$ cat src/rtl/tomasulo_pkg.sv
// Shared Tomasulo constants: requester indices, producer tags and small helpers
// used by the CDB arbiter and its round-robin picker.
package tomasulo_pkg;

  localparam int NUM_REQ = 6;
  localparam int TAG_W   = 4;
  localparam int PTR_W   = 3;
  localparam int STALL_W = 16;

  localparam int REQ_ADD1  = 0;
  localparam int REQ_ADD2  = 1;
  localparam int REQ_ADD3  = 2;
  localparam int REQ_MULT1 = 3;
  localparam int REQ_MULT2 = 4;
  localparam int REQ_LS    = 5;

  localparam logic [TAG_W-1:0] TAG_ADD1  = 4'd7;
  localparam logic [TAG_W-1:0] TAG_ADD2  = 4'd8;
  localparam logic [TAG_W-1:0] TAG_ADD3  = 4'd9;
  localparam logic [TAG_W-1:0] TAG_MULT1 = 4'd10;
  localparam logic [TAG_W-1:0] TAG_MULT2 = 4'd11;

  typedef logic [NUM_REQ-1:0] req_vec_t;
  typedef logic [PTR_W-1:0]   ptr_t;

  // Buffer indices 0 and 7 are never valid load/store producers.
  function automatic logic ls_idx_legal(logic [2:0] idx);
    return (idx != 3'd0) && (idx != 3'd7);
  endfunction

  function automatic logic [TAG_W-1:0] producer_tag(int req, logic [2:0] ls_idx);
    case (req)
      REQ_ADD1:  producer_tag = TAG_ADD1;
      REQ_ADD2:  producer_tag = TAG_ADD2;
      REQ_ADD3:  producer_tag = TAG_ADD3;
      REQ_MULT1: producer_tag = TAG_MULT1;
      REQ_MULT2: producer_tag = TAG_MULT2;
      default:   producer_tag = {1'b0, ls_idx};
    endcase
  endfunction

  function automatic logic contended(req_vec_t eligible);
    return $countones(eligible) >= 2;
  endfunction

endpackage

$ cat src/rtl/cdb_arbiter_if.sv
// Request/broadcast bundle between the functional units and the CDB arbiter.
// master = requester side, slave = arbiter side.
interface cdb_arbiter_if #(
  parameter int DATA_W = 32
);

  logic [5:0]          req_valid;
  logic [6*DATA_W-1:0] req_data;
  logic [2:0]          ls_idx;
  logic                flush;
  logic [5:0]          req_grant;
  logic                cdb_valid;
  logic [3:0]          cdb_tag;
  logic [DATA_W-1:0]   cdb_data;
  logic [15:0]         stall_cnt;

  modport master (
    output req_valid, req_data, ls_idx, flush,
    input  req_grant, cdb_valid, cdb_tag, cdb_data, stall_cnt
  );

  modport slave (
    input  req_valid, req_data, ls_idx, flush,
    output req_grant, cdb_valid, cdb_tag, cdb_data, stall_cnt
  );

endinterface

$ cat src/rtl/rr_picker.sv
// Round-robin one-hot picker: first set request at or above ptr, wrapping 5->0.
// Only compiled into builds with CDB_ROUND_ROBIN_EN defined.
`ifdef CDB_ROUND_ROBIN_EN
module rr_picker
  import tomasulo_pkg::*;
(
  input  logic [NUM_REQ-1:0] req,
  input  logic [PTR_W-1:0]   ptr,
  output logic [NUM_REQ-1:0] grant
);

  logic [PTR_W-1:0]     start;
  logic [2*NUM_REQ-1:0] req_rot_dbl;
  logic [NUM_REQ-1:0]   req_rot;
  logic [NUM_REQ-1:0]   gnt_rot;
  logic [2*NUM_REQ-1:0] gnt_dbl;

  // Rotate so ptr lands on bit 0, take the lowest set bit, rotate back.
  assign start       = (ptr < PTR_W'(NUM_REQ)) ? ptr : '0;
  assign req_rot_dbl = {req, req} >> start;
  assign req_rot     = req_rot_dbl[NUM_REQ-1:0];
  assign gnt_rot     = req_rot & (~req_rot + NUM_REQ'(1));
  assign gnt_dbl     = {gnt_rot, gnt_rot} << start;
  assign grant       = gnt_dbl[2*NUM_REQ-1:NUM_REQ];

endmodule
`endif

$ cat src/rtl/cdb_arbiter.sv
// Common data bus arbiter: one grant per cycle, registered broadcast one cycle later.
// Define CDB_ROUND_ROBIN_EN for round-robin selection; default is fixed priority.
module cdb_arbiter
  import tomasulo_pkg::*;
#(
  parameter int DATA_W = 32
) (
  input  logic         clk,
  input  logic         rst_n,
  cdb_arbiter_if.slave bus
);

  req_vec_t            eligible;
  req_vec_t            pick;
  req_vec_t            grant;
  logic                cdb_valid_q;
  logic [TAG_W-1:0]    cdb_tag_q;
  logic [DATA_W-1:0]   cdb_data_q;
  logic [STALL_W-1:0]  stall_q;
  logic [TAG_W-1:0]    sel_tag;
  logic [DATA_W-1:0]   sel_data;

  always_comb begin
    eligible         = bus.req_valid;
    eligible[REQ_LS] = bus.req_valid[REQ_LS] & ls_idx_legal(bus.ls_idx);
  end

`ifdef CDB_ROUND_ROBIN_EN
  ptr_t ptr_q;
  ptr_t ptr_nxt;

  rr_picker u_rr_picker (
    .req   (eligible),
    .ptr   (ptr_q),
    .grant (pick)
  );

  always_comb begin
    ptr_nxt = ptr_q;
    case (grant)
      6'b000001: ptr_nxt = 3'd1;
      6'b000010: ptr_nxt = 3'd2;
      6'b000100: ptr_nxt = 3'd3;
      6'b001000: ptr_nxt = 3'd4;
      6'b010000: ptr_nxt = 3'd5;
      6'b100000: ptr_nxt = 3'd0;
      default:   ptr_nxt = ptr_q;
    endcase
  end

  always_ff @(posedge clk) begin
    if (!rst_n || bus.flush) begin
      ptr_q <= '0;
    end else begin
      ptr_q <= ptr_nxt;
    end
  end
`else
  // Memory results first so loads unblock dependants soonest, then long-latency MULTs.
  always_comb begin
    pick = '0;
    if (eligible[REQ_LS])         pick[REQ_LS]    = 1'b1;
    else if (eligible[REQ_MULT1]) pick[REQ_MULT1] = 1'b1;
    else if (eligible[REQ_MULT2]) pick[REQ_MULT2] = 1'b1;
    else if (eligible[REQ_ADD1])  pick[REQ_ADD1]  = 1'b1;
    else if (eligible[REQ_ADD2])  pick[REQ_ADD2]  = 1'b1;
    else if (eligible[REQ_ADD3])  pick[REQ_ADD3]  = 1'b1;
  end
`endif

  assign grant         = (rst_n && !bus.flush) ? pick : '0;
  assign bus.req_grant = grant;

  // One-hot grant, so an OR chain of masked slices is the mux.
  logic [NUM_REQ:0][DATA_W-1:0] data_acc;
  logic [NUM_REQ:0][TAG_W-1:0]  tag_acc;

  assign data_acc[0] = '0;
  assign tag_acc[0]  = '0;

  for (genvar g = 0; g < NUM_REQ; g++) begin : g_sel
    assign data_acc[g+1] = data_acc[g] |
                           (grant[g] ? bus.req_data[g*DATA_W +: DATA_W] : '0);
    assign tag_acc[g+1]  = tag_acc[g] |
                           (grant[g] ? producer_tag(g, bus.ls_idx) : '0);
  end

  assign sel_data = data_acc[NUM_REQ];
  assign sel_tag  = tag_acc[NUM_REQ];

  always_ff @(posedge clk) begin
    if (!rst_n) begin
      cdb_valid_q <= 1'b0;
      cdb_tag_q   <= '0;
      cdb_data_q  <= '0;
    end else begin
      cdb_valid_q <= |grant;
      cdb_tag_q   <= sel_tag;
      cdb_data_q  <= sel_data;
    end
  end

  always_ff @(posedge clk) begin
    if (!rst_n) begin
      stall_q <= '0;
    end else if (!bus.flush && contended(eligible) && (stall_q != '1)) begin
      stall_q <= stall_q + STALL_W'(1);
    end
  end

  assign bus.cdb_valid = cdb_valid_q;
  assign bus.cdb_tag   = cdb_tag_q;
  assign bus.cdb_data  = cdb_data_q;
  assign bus.stall_cnt = stall_q;

endmodule

$ cat src/flat_wrapper.sv
// flat-port wrapper written by rule: the top's interface ports become plain ports
module cdb_arbiter_flat import tomasulo_pkg::*;
#(
  parameter int DATA_W = 32
)
  (clk, rst_n, bus_req_valid, bus_req_data, bus_ls_idx, bus_flush, bus_req_grant, bus_cdb_valid, bus_cdb_tag, bus_cdb_data, bus_stall_cnt);
  cdb_arbiter_if #(.DATA_W(DATA_W)) bus_i ();
  input  logic clk;
  input  logic rst_n;
  input wire logic [$bits(bus_i.req_valid)-1:0] bus_req_valid;
  input wire logic [$bits(bus_i.req_data)-1:0] bus_req_data;
  input wire logic [$bits(bus_i.ls_idx)-1:0] bus_ls_idx;
  input wire logic [$bits(bus_i.flush)-1:0] bus_flush;
  output wire logic [$bits(bus_i.req_grant)-1:0] bus_req_grant;
  output wire logic [$bits(bus_i.cdb_valid)-1:0] bus_cdb_valid;
  output wire logic [$bits(bus_i.cdb_tag)-1:0] bus_cdb_tag;
  output wire logic [$bits(bus_i.cdb_data)-1:0] bus_cdb_data;
  output wire logic [$bits(bus_i.stall_cnt)-1:0] bus_stall_cnt;
  assign bus_i.req_valid = bus_req_valid;
  assign bus_i.req_data = bus_req_data;
  assign bus_i.ls_idx = bus_ls_idx;
  assign bus_i.flush = bus_flush;
  assign bus_req_grant = bus_i.req_grant;
  assign bus_cdb_valid = bus_i.cdb_valid;
  assign bus_cdb_tag = bus_i.cdb_tag;
  assign bus_cdb_data = bus_i.cdb_data;
  assign bus_stall_cnt = bus_i.stall_cnt;
  cdb_arbiter #(.DATA_W(DATA_W)) u_core (.clk(clk), .rst_n(rst_n), .bus(bus_i));
endmodule
$ cat config.mk
export PLATFORM = sky130hd
export DESIGN_NAME = cdb_arbiter_flat
export DESIGN_NICKNAME = d
export VERILOG_FILES = /design/src/rtl/tomasulo_pkg.sv /design/src/rtl/cdb_arbiter_if.sv /design/src/rtl/rr_picker.sv /design/src/rtl/cdb_arbiter.sv /design/src/flat_wrapper.sv
export SDC_FILE = /design/constraint.sdc
export NUM_CORES = 1
export LEC_CHECK = 0
export CAP_MARGIN = 20
export CELL_PAD_IN_SITES_DETAIL_PLACEMENT = 1
export CELL_PAD_IN_SITES_GLOBAL_PLACEMENT = 2
export CORE_AREA = 4 4 122 183
export CTS_BUF_LIST = sky130_fd_sc_hd__clkbuf_8
export CTS_CLUSTER_DIAMETER = 80
export DETAILED_ROUTE_END_ITERATION = 10
export DIE_AREA = 0 0 126 187
export GPL_TIMING_DRIVEN = 1
export PLACE_DENSITY = 0.91
export SLEW_MARGIN = 20
export SYNTH_ARGS = -nofsm -noshare
export SYNTH_HDL_FRONTEND = slang
export SYNTH_SLANG_ARGS = --single-unit
$ cat constraint.sdc
create_clock -name clk -period 4.3 [get_ports clk]
set_input_delay 0.43 -clock clk [delete_from_list [all_inputs] [get_ports clk]]
set_output_delay 0.43 -clock clk [all_outputs]
set_load 0.03 [all_outputs]
## Yosys cells after proc, flatten, opt, wreduce, memory -nomap -nowiden

Index checks and enable logic that the tools add are counted.

- Bits in registers: 53
- Output and inout port bits: 59

- Add/subtract/negate cells: 6
- $lt $le $gt $ge: 1
- Equal/unequal tests: 2
- Muxes and demuxes: 25
- Bitwise logic cells: 11
- Reduce and logical (&&, ||, !) cells: 7

Operator list:

| kind | number |
|---|---|
| 32-bit two-way mux | 6 |
| 32-bit bitwise OR | 5 |
| 32-bit adder | 2 |
| 32-bit by 3-bit greater-or-equal comparator with 1-bit output, second input constant | 1 |
| 4-bit bitwise OR | 5 |
| 16-bit by 1-bit adder with 16-bit output, second input constant | 1 |
| 4-bit two-way mux | 4 |
| 16-bit != test, second input constant | 1 |
| 3-bit two-way mux | 4 |
| 1-bit two-way mux | 8 |
| 1-bit by 1-bit adder with 2-bit output | 3 |
| 6-bit two-way mux | 1 |
| 6-bit OR reduction | 1 |
| 5-bit two-way mux | 1 |
| 1-bit logical AND | 4 |
| 3-bit != test, second input constant | 1 |
| 3-bit nonzero test | 1 |
| 2-bit two-way mux | 1 |
| 1-bit bitwise AND | 1 |
| 1-bit zero test | 1 |

## Logic depth before layout (Yosys ltp)

Gate-level depths: netlist of run 1.

- Depth in word-level cells: 13
- Gate-level depth with buffers: 14

## Least setup slack after synthesis of run 1

No wires, ideal clock.

- Path type: input port to flip-flop
- Start point: input port bus_ls_idx[1]
- End point: register u_core.stall_q[14] (netlist: u_core.bus.stall_cnt[14])
- Data arrival time: 3.329 ns
- Data required time: 4.177 ns
- Path slack: 0.847 ns
- Cell stages on the path: 12
- Path through: or3_1 -> nand3_1 -> clkinv_1 -> clkbuf_1 -> ha_1 -> fa_1 -> ha_1 -> nor3b_1 -> buf_2 -> nor4_1 -> and4_1 -> nor3_1

- Longest elaborated chain between the ends: 8

RTL lines:

| item | line | source |
|---|---|---|
| start: declaration | flat_wrapper.sv:12 | `input wire logic [$bits(bus_i.ls_idx)-1:0] bus_ls_idx;` |
| 3-bit != test / 3-bit nonzero test (equally long branches) | tomasulo_pkg.sv:28 | `return (idx != 3'd0) && (idx != 3'd7);` |
| 1-bit logical AND * | tomasulo_pkg.sv:28 |  |
| 1-bit bitwise AND * | cdb_arbiter.sv:25 | `eligible[REQ_LS] = bus.req_valid[REQ_LS] & ls_idx_legal(bus.ls_idx);` |
| 1-bit by 1-bit adder with 2-bit output (implied by the code) * | tomasulo_pkg.sv:43 | `return $countones(eligible) >= 2;` |
| 32-bit adder (implied by the code) * | tomasulo_pkg.sv:43 |  |
| 32-bit by 3-bit greater-or-equal comparator with 1-bit output * | tomasulo_pkg.sv:43 |  |
| 1-bit logical AND * (2 in a row) | cdb_arbiter.sv:106 | `end else if (!bus.flush && contended(eligible) && (stall_q != '1)) begin` |
| end signal: assignment | cdb_arbiter.sv:107 | `stall_q <= stall_q + STALL_W'(1);` |
| end: declaration | cdb_arbiter.sv:19 | `logic [STALL_W-1:0] stall_q;` |

Every way passes the cells marked *; elsewhere a longest branch is shown, timed or not.
A chain may end at the register's enable or synchronous reset.

## Final worst setup path of run 1

- Start point: input port bus_ls_idx[1]
- End point: register u_core.stall_q[6] (netlist: u_core.bus.stall_cnt[6])

Same word-level chain as after synthesis.

==> results.yml, run 1 <==
flow_run:
  max_cap_check_violation_count: 0
detailed_routing:
  drt-vias-per-instance: 4.75
  detailedRoute.firstIterationViolations: 205
  route.detailed.wl_per_inst_um: 19.2
  drt_pre_antenna_iters: 4
  finalWirelength_um: 18500
  drc: 0
  drt.antenna.violating_nets: 0
  route.vias.total: 4569
timing:
  final.setup.tns_ns: 0
  final-hold-violation-count: 0
  timing.final.max_slew_violations: 0
  worst_slew_pin_tran_ns: 0.651
  worst_hold_slack_ns: 0.542
  finalClockSkew_ns: 0.00377
  period_minus_slack_ns: 3.43
  max_clock_freq_ghz: 0.292
  finalSetupViolCount: 0
  setup_repair_after_global_routing_missed_its_margin: "false"
  timing.final.crit_share_pct: 79.7
  timing.final.ws_setup_ns: 0.874
  slew-limit-headroom_pct: 56.6
power:
  ir_worst_vdd_v: 0.000124
  power.static_leakage_nw: 2.18
  internal_power_consumption_uw: 905
  sw_frac_of_total_pct: 33.2
  share_seq_of_total_power_pct: 38.9
  power_total_mw: 1.35
  combinationalPowerShare_pct: 36.9
  switching_power_uw: 449
  clkPwrFrac_pct: 24.2
  pwr_density_cell_mw_per_mm2: 210
logic_synthesis:
  synth_seq_area_share_pct: 30.5
  synth.top_cell.area_share_pct: 30.5
  synth_top_area_cell: "dfxtp_1"
  async_flop_share_pct: 0
  number_of_enable_type_register_cells_in_the_synthesized_netlist: 0
  synthesis.instances: 456
  synth.net_count: 668
  syn_area_sq_mm: 0.00347
  yosys_register_bits: 53
  yosys_warnings: 0
  syn_area_per_cell_sq_um: 7.62
  ys_top_cells_by_area: "dfxtp_1, nand3_1, a221oi_1"
  synth_flop_cell: "dfxtp_1"
  synth_cell_types: 42
finish:
  nNetsFinal: 905
  final_cell_count_no_fill: 962
  post_route_cells_drive_above_1_share_pct: 5.48
  mostFrequentLayoutCell: "clkdlybuf4s50_1"
  layout.filler_cells: 2514
  area_added_between_synthesis_and_finish_pct: 86.0
  final_cell_mix: "clkdlybuf4s50_1, nand3_1, dfxtp_1"
  count_of_inserted_antenna_diode_cells: 0
global_route:
  number_of_antenna_violations_at_the_first_check_in_global_routing: 0
  global_route_wire_length_before_repair_um: 27800
  global_route.overflow_total: 0
  globalRouteTotalUtil_pct: 15.0
  maximum_number_of_pins_on_one_net_before_global_route_repair: 70
  via_count_of_the_first_global_routing_pass: 4760
clock_tree:
  cts_max_path_buffers: 2
  tritoncts: "built"
  numClockSinks: 53
  clock_latency_ns: 0.32
  cts_hold_repair.buffers: 0
  cts-resized-gates: 0
  htree_levels: 2
  post-cts-setup-buffer-count: 0
  clock_root_buffer: "clkbuf_8"
  clkSlewWorstSetupHoldPaths_ns: 0.12
  cts_buffers: 5
setup_path:
  element_type_at_the_critical_path_start: "primary input"
  cp-end-kind: "register"
  timing_worst_setup_path_type: "in -> reg"
  cp_data_arrival_time_ns: 3.69
  critPathRequiredTime_ns: 4.57
  critPathMaxFanout: 11
placement:
  dp_slack_ns: 0.503
  io_buffer_count: 262
  numPlacedInstances: 954
  place.gp.congestion: 0.801
  hpwl_um: 14300
die:
  floorplan.initialDensity_pct: 16.7
  fp-row-count: 65
  core_region_area_sq_mm: 0.0208
  dieHeight_um: 187
  num_io_pins: 263
  floorplan.die_area_sq_mm: 0.0236
  die_x_um: 126
status:
  outcome: "finished clean"
min_path:
  hold_path.class: "reg -> reg"
[flip-flops by register name, indices dropped and copies added, names as in the netlist]
| register | count |
|---|---|
| u_core.bus.cdb_data | 32 |
| u_core.bus.stall_cnt | 16 |
| u_core.bus.cdb_tag | 4 |
| u_core.bus.cdb_valid | 1 |
[worst max-delay path, cell delays in order]
cell and delay, ns:
clkdlybuf4s50_1 0.46, or3_1 0.41, nand3_2 0.10, clkinv_1 0.08, ha_1 0.31, fa_1 0.43, ha_1 0.28, nor3b_1 0.05
buf_4 0.17, or4b_1 0.52, or3_1 0.31, a21oi_1 0.14
[power groups by stage]
stage               Sequential (mW)  Combinational [mW]  Clock (mW)
detailed placement            0.538               0.505           0
finish                        0.527               0.500       0.328
CTS                           0.527               0.507       0.351
global route                  0.529               0.537       0.368
global placement              0.537               0.499           0
floorplan                     0.583               0.155           0
[cells by family after synthesis]
family / count (synthesis) / share of synthesized area (%)
and+or+nand+nor: 208 / 33.5
buffers and inverters: 57 / 6.45
muxes: 5 / 1.44
adders and majority gates: 8 / 3.31
DFF: 53 / 30.5
AOI/OAI and AO/OA: 125 / 24.8
[Yosys cell counts (2+ instances only)]
| master | n |
|---|---|
| buf_2 | 8 |
| nor4_1 | 7 |
| nand2b_1 | 6 |
| or3_1 | 3 |
| nand4_1 | 2 |
| mux2i_1 | 5 |
| clkbuf_1 | 34 |
| nor2_1 | 8 |
| nand4_2 | 2 |
| o41ai_1 | 2 |
| or4b_2 | 2 |
| ha_1 | 6 |
| and3_1 | 4 |
| fa_1 | 2 |
| a21oi_1 | 41 |
| inv_1 | 10 |
| dfxtp_1 | 53 |
| nor2b_1 | 35 |
| a221oi_1 | 32 |
| nor3b_1 | 2 |
| nand2_1 | 16 |
| a31oi_1 | 5 |
| nor3_1 | 38 |
| and4_1 | 4 |
| buf_1 | 4 |
| nand3_1 | 72 |
| o211ai_1 | 32 |
| o21ai_0 | 7 |
[metal layers]
layer / up-vias / track usage, % / share of wire [%]
li1: 2202 / - / -
met3: 17 / 2.49 / 5.4
met5: - / 0 / 0
met2: 170 / 28.4 / 54
met4: 0 / 4.17 / 2.3
met1: 2180 / 16.9 / 38
[layout make-up]
cell class / count / area, sq um / area share [%]
Timing Repair Buffer: 276 / 2720 / 42.1
Multi-Input combinational cell: 346 / 2210 / 34.2
Sequential cell: 53 / 1060 / 16.4
Tap cell: 268 / 335 / 5.19
Clock buffer: 5 / 68.8 / 1.07
Inverter: 11 / 41.3 / 0.639
Clock inverter: 3 / 25.0 / 0.387
[through the flow]
step	util, %	cell area [sq um]
floorplan	-	3470
global placement	30.6	6370
detailed placement	30.6	6370
CTS	31.0	6460
global route	31.0	6460
finish	31.0	6460
[path summary, 6_finish.rpt]
path / startpoint / end / slack, ns / depth (start not counted)
max: bus_ls_idx[1] / u_core.bus.stall_cnt[6] / 0.87 / 12
min: u_core.bus.stall_cnt[3] / u_core.bus.stall_cnt[3] / 0.54 / 2
max reg2reg: u_core.bus.stall_cnt[0] / u_core.bus.stall_cnt[7] / 2.29 / 5
min reg2reg: u_core.bus.stall_cnt[3] / u_core.bus.stall_cnt[3] / 0.54 / 2
(Power assumes the default switching activity.)
==> run 2: changes to the inputs <==
--- a/config.mk
+++ b/config.mk
@@ -8,13 +8,13 @@
 export CAP_MARGIN = 20
 export CELL_PAD_IN_SITES_DETAIL_PLACEMENT = 1
 export CELL_PAD_IN_SITES_GLOBAL_PLACEMENT = 2
-export CORE_AREA = 4 4 122 183
+export CORE_AREA = 4 4 130 194
 export CTS_BUF_LIST = sky130_fd_sc_hd__clkbuf_8
 export CTS_CLUSTER_DIAMETER = 80
 export DETAILED_ROUTE_END_ITERATION = 10
-export DIE_AREA = 0 0 126 187
+export DIE_AREA = 0 0 134 198
 export GPL_TIMING_DRIVEN = 1
-export PLACE_DENSITY = 0.91
+export PLACE_DENSITY = 0.86
 export SLEW_MARGIN = 20
 export SYNTH_ARGS = -nofsm -noshare
 export SYNTH_HDL_FRONTEND = slang
==> constraint.sdc (replaced) <==
create_clock -name clk -period 2.8 [get_ports clk]
set_input_delay 0.28 -clock clk [delete_from_list [all_inputs] [get_ports clk]]
set_output_delay 0.28 -clock clk [all_outputs]
set_load 0.03 [all_outputs]
==> results.yml, run 2 (same netlist as run 1, synthesis figures left out) <==
setup_path:
  count_of_buffer_and_inverter_cells_on_the_critical_path: 3
  timing_worst_setup_path_type: "in -> reg"
  critPathMaxFanout: 5
  crit_path_max_incr_delay_ns: 0.48
  crit_chain: "buf_4, or3_4, nand3_4, clkinv_4, ha_4, fa_2, ha_2, nor3b_2, buf_4, or4b_4, or3_4, a21oi_2"
  element_type_at_the_critical_path_start: "primary input"
  cp_data_arrival_time_ns: 3.02
  cp-end-kind: "register"
  critPathRequiredTime_ns: 3.07
  cp_top_family: "simple AND/OR/NAND/NOR gates"
  critical-path-slowest-cell: "or4b_4"
die:
  floorplan.initialDensity_pct: 14.7
  core_region_area_sq_mm: 0.0236
  die_x_um: 134
  num_io_pins: 263
  dieHeight_um: 198
  floorplan.die_area_sq_mm: 0.0265
  fp-row-count: 69
global_route:
  maximum_number_of_pins_on_one_net_before_global_route_repair: 71
  global_route_wire_length_before_repair_um: 29900
  globalRouteTotalUtil_pct: 14.7
  number_of_antenna_violations_at_the_first_check_in_global_routing: 0
  global_route.overflow_total: 0
  via_count_of_the_first_global_routing_pass: 5138
detailed_routing:
  drt_pre_antenna_iters: 4
  route.detailed.wl_per_inst_um: 19.6
  finalWirelength_um: 20000
  drt-vias-per-instance: 4.57
  drc: 0
  route.vias.total: 4673
  detailedRoute.firstIterationViolations: 134
  drt.antenna.violating_nets: 0
clock_tree:
  tritoncts: "built"
  clock_root_buffer: "clkbuf_8"
  numClockSinks: 53
  clock_latency_ns: 0.33
  cts_max_path_buffers: 2
  cts_buffers: 5
  clkSlewWorstSetupHoldPaths_ns: 0.10
  htree_levels: 2
  post-cts-setup-buffer-count: 0
power:
  switching_power_uw: 687
  pwr_density_cell_mw_per_mm2: 315
  power_total_mw: 2.10
  power.static_leakage_nw: 2.28
  share_seq_of_total_power_pct: 38.5
  combinationalPowerShare_pct: 39.4
  sw_frac_of_total_pct: 32.8
  clkPwrFrac_pct: 22.2
  internal_power_consumption_mw: 1.41
  ir_worst_vdd_v: 0.000146
timing:
  period_minus_slack_ns: 2.76
  max_clock_freq_ghz: 0.362
  final-hold-violation-count: 0
  timing.final.max_slew_violations: 0
  finalSetupViolCount: 0
  finalClockSkew_ns: 0.00494
  timing.final.crit_share_pct: 98.5
  worst_slew_pin_tran_ns: 0.814
  slew-limit-headroom_pct: 45.7
  timing.final.ws_setup_ns: 0.0408
finish:
  largest_register_ff_count: 32
  nNetsFinal: 914
  post_route_cells_drive_above_1_share_pct: 9.39
  count_of_inserted_antenna_diode_cells: 0
  mostFrequentLayoutCell: "clkdlybuf4s50_1"
  final_cell_mix: "clkdlybuf4s50_1, nand3_1, dfxtp_1"
  area_added_between_synthesis_and_finish_pct: 91.7
placement:
  dp_slack_ns: -0.676
  io_buffer_count: 262
  hpwl_um: 15300
  place.gp.congestion: 0.799
min_path:
  hold_path.class: "in -> reg"
status:
  outcome: "finished clean"
flow_run:
  max_cap_check_violation_count: 0
[run 2: changes by cell type in the layout (fill, tap and decap cells not counted), moves of 3 or more]
cell             delta
buf_4              +14
clkdlybuf4s50_1    -11
a21oi_1             -3
a21oi_2             +3
inv_1               +3
or4b_4              +3
[run 2: layout make-up]
type                    count  area [sq um]
well taps                 319           399
repair buffers            285          2780
multi-input cells         346          2290
clock inverters             3          11.3
inverters                  11          46.3
clock buffers               5          68.8
flip-flops and latches     53          1060
fillers                  2795         16900
[run 2: metal layers]
metal  global-route usage, %  up-vias  routed length [um]
li1                        -     2219                   -
met1                    16.2     2274                7670
met2                    27.8      163               10800
met3                    3.20       17                1170
met4                    4.42        0                 388
met5                       0        -                   0
[run 2: path summary, 6_finish.rpt]
check,startpoint,to,slack [ns],depth (start not counted)
setup reg to reg,u_core.bus.stall_cnt[0],u_core.bus.stall_cnt[6],0.66,5
hold / removal,bus_ls_idx[2],u_core.bus.cdb_tag[2],0.24,3
hold reg to reg,u_core.bus.stall_cnt[1],u_core.bus.stall_cnt[1],0.54,2
setup / recovery,bus_ls_idx[2],u_core.bus.stall_cnt[6],0.04,12
[run 2: repair_timing]
action                     in CTS  in global routing
pin swaps                       1                  4
resized for setup               9                 19
setup endpoints to repair      17                 10
hold buffers                    0                  0
[run 2: power by group through the flow]
stage | clock, mW | sequential [mW] | combinational (mW)
3_5_place_dp | 0 | 0.824 | 0.826
2_1_floorplan | 0 | 0.895 | 0.250
4_1_cts | 0.502 | 0.807 | 0.827
5_1_grt | 0.523 | 0.812 | 0.889
3_3_place_gp | 0 | 0.823 | 0.817
6_report | 0.465 | 0.806 | 0.825
[run 2: through the flow]
stage	instance area (sq um)	setup TNS, ns	std cells	utilization, %	hold slack, ns
after floorplan	3530	-0.0876	456	-	0.416
after global placement	6530	-8.22	1014	27.7	0.511
after detailed placement	6530	-9.03	1014	27.7	0.517
after CTS	6620	0	1022	28.1	0.347
after global routing	6660	-0.0177	1022	28.2	0.226
final	6660	0	1022	28.2	0.243
[run 2: worst min-delay path, delay by kind of cell]
kind,cells,cell delay [ns]
simple gates,1,0.05
buf+inv,1,0.14
compound gates,1,0.05
==> run 3: changes to the inputs <==
--- a/config.mk
+++ b/config.mk
@@ -15,6 +15,7 @@
 export DIE_AREA = 0 0 134 198
 export GPL_TIMING_DRIVEN = 1
 export PLACE_DENSITY = 0.86
+export REMOVE_ABC_BUFFERS = 1
 export SLEW_MARGIN = 20
 export SYNTH_ARGS = -nofsm -noshare
 export SYNTH_HDL_FRONTEND = slang
==> constraint.sdc (replaced) <==
create_clock -name clk -period 2.41 [get_ports clk]
set_input_delay 0.241 -clock clk [delete_from_list [all_inputs] [get_ports clk]]
set_output_delay 0.241 -clock clk [all_outputs]
set_load 0.03 [all_outputs]
==> results.yml, run 3 (same netlist as run 1, synthesis figures left out) <==
timing:
  timing.final.ws_setup_ns: -0.124
  setup_repair_after_global_routing_missed_its_margin: "true"
  timing.final.crit_share_pct: 105
  worst_slew_pin_tran_ns: 0.753
  max_clock_freq_ghz: 0.395
  worst_hold_slack_ns: 0.277
  timing.final.max_slew_violations: 0
  period_minus_slack_ns: 2.53
  finalClockSkew_ns: 0.00835
  slew-limit-headroom_pct: 49.8
  final-hold-violation-count: 0
  finalSetupViolCount: 6
clock_tree:
  numClockSinks: 53
  cts_buffers: 5
  clkSlewWorstSetupHoldPaths_ns: 0.11
  clock_root_buffer: "clkbuf_8"
  cts_max_path_buffers: 2
  clock_latency_ns: 0.33
  tritoncts: "built"
  htree_levels: 2
setup_path:
  critPathRequiredTime_ns: 2.69
  critPathMaxFanout: 6
  timing.rr.start: "u_core.bus.stall_cnt[0]"
  cp-end-kind: "register"
  crit_chain: "buf_6, or3_4, nand3_4, inv_4, ha_4, fa_2, ha_4, nor3b_4, or4b_4, or3_4, a21oi_2"
  cp_data_arrival_time_ns: 2.81
  crit_path_max_incr_delay_ns: 0.51
  rr_endpoint: "u_core.bus.stall_cnt[6]"
  timing_worst_setup_path_type: "in -> reg"
  setup.reg_to_reg.worst_slack_ns: 0.37
  element_type_at_the_critical_path_start: "primary input"
  worstRegToRegCells: 5
  critical-path-slowest-cell: "or4b_4"
finish:
  area_added_between_synthesis_and_finish_pct: 96.2
  nNetsFinal: 930
  mostFrequentLayoutCell: "clkdlybuf4s50_1"
  count_of_inserted_antenna_diode_cells: 0
  post_route_cells_drive_above_1_share_pct: 11.3
  final_cell_count_no_fill: 1038
  final_cell_mix: "clkdlybuf4s50_1, nand3_1, dfxtp_1"
  largest_register_ff_count: 32
  layout.filler_cells: 2810
die:
  fp-row-count: 69
  core_region_area_sq_mm: 0.0236
  dieHeight_um: 198
  floorplan.initialDensity_pct: 14.7
  floorplan.die_area_sq_mm: 0.0265
  die_x_um: 134
  num_io_pins: 263
min_path:
  hold_path_end: "u_core.bus.cdb_tag[2]"
  hold_path.class: "in -> reg"
  worst_hold_startpoint: "bus_ls_idx[2]"
  hold-path-cell-count: 4
global_route:
  globalRouteTotalUtil_pct: 13.9
  global_route.overflow_total: 0
  number_of_antenna_violations_at_the_first_check_in_global_routing: 0
  maximum_number_of_pins_on_one_net_before_global_route_repair: 71
  global_route_wire_length_before_repair_um: 28500
  via_count_of_the_first_global_routing_pass: 5072
detailed_routing:
  detailedRoute.firstIterationViolations: 128
  route.vias.total: 4697
  drt_pre_antenna_iters: 4
  drt-vias-per-instance: 4.53
  route.detailed.wl_per_inst_um: 18.4
  finalWirelength_um: 19100
  drc: 0
  drt.antenna.violating_nets: 0
power:
  pwr_density_cell_mw_per_mm2: 369
  power_total_mw: 2.51
  ir_worst_vdd_v: 0.000169
  power.static_leakage_nw: 2.35
placement:
  place.gp.congestion: 0.774
  numPlacedInstances: 1029
  io_buffer_count: 262
  hpwl_um: 15200
status:
  failed_checks: "setup timing"
  outcome: "finished with violations"
flow_run:
  max_cap_check_violation_count: 0
run 3: cell types whose count changed in the layout (fill, tap and decap cells not counted), sizes merged:
cell           delta
buf              +17
clkdlybuf4s50     +1
dlygate4sd2       +2
dlymetal6s2s      -2
inv               -2
run 3: how the worst max path moves through the flow:
stage | from | end | slack (ns)
after floorplan | bus_ls_idx[1] | u_core.bus.stall_cnt[11] | -2.32
after global placement | bus_ls_idx[1] | u_core.bus.stall_cnt[6] | -1.03
after detailed placement | bus_ls_idx[1] | u_core.bus.stall_cnt[6] | -1.09
after CTS | bus_ls_idx[2] | u_core.bus.stall_cnt[6] | -0.15
after global routing | bus_ls_idx[0] | u_core.bus.stall_cnt[6] | -0.15
final | bus_ls_idx[0] | u_core.bus.stall_cnt[6] | -0.12
run 3: what timing repair did:
action                     CTS  global route
hold endpoints to repair     0             0
hold buffers                 0             0
setup buffers                1             1
pin swaps                   11             8
gates cloned                 0             0
resized for setup           24             8
setup endpoints to repair   21            14
run 3: critical path, delay by kind of cell:
kind / cells / cell delay [ns]
AO/OA/AOI/OAI: 1 / 0.13
buffers and inverters: 2 / 0.13
AND/OR/NAND/NOR: 5 / 1.39
adder cells (fa/ha/maj): 3 / 0.91
run 3: layer usage:
metal | track usage (%) | vias up | routed length [um]
met5 | 0 | - | 0
met4 | 3.05 | 0 | 297
met3 | 4.68 | 16 | 1520
met2 | 27.4 | 188 | 10500
met1 | 13.9 | 2239 | 6760
li1 | - | 2254 | -
run 3: area by class of cell:
class                   count  area [sq um]  area share [%]
clock buffers               7          96.3            1.41
clock inverters             1          5.00          0.0734
inverters                  11          43.8           0.643
multi-input cells         346          2280            33.4
flip-flops and latches     53          1060            15.6
well taps                 319           399            5.86
repair buffers            301          2930            43.0
run 3: stage by stage:
| step | TNS, ns | utilization, % | setup WS [ns] | instance area, sq um |
|---|---|---|---|---|
| detailed placement | -16.90 | 28.2 | -1.09 | 6640 |
| global placement | -14.63 | 28.2 | -1.03 | 6640 |
| global route | -0.901 | 28.9 | -0.148 | 6820 |
| floorplan | -48.09 | - | -2.32 | 3290 |
| finish | -0.243 | 28.9 | -0.124 | 6820 |
| CTS | -0.263 | 28.7 | -0.148 | 6770 |
run 3: power by group:
group          internal (mW)  switching (mW)  leakage, nW
combinational          0.529           0.430         1.87
clock                  0.262           0.355       0.0542
sequential             0.918          0.0204        0.433
total                   1.71           0.805         2.35
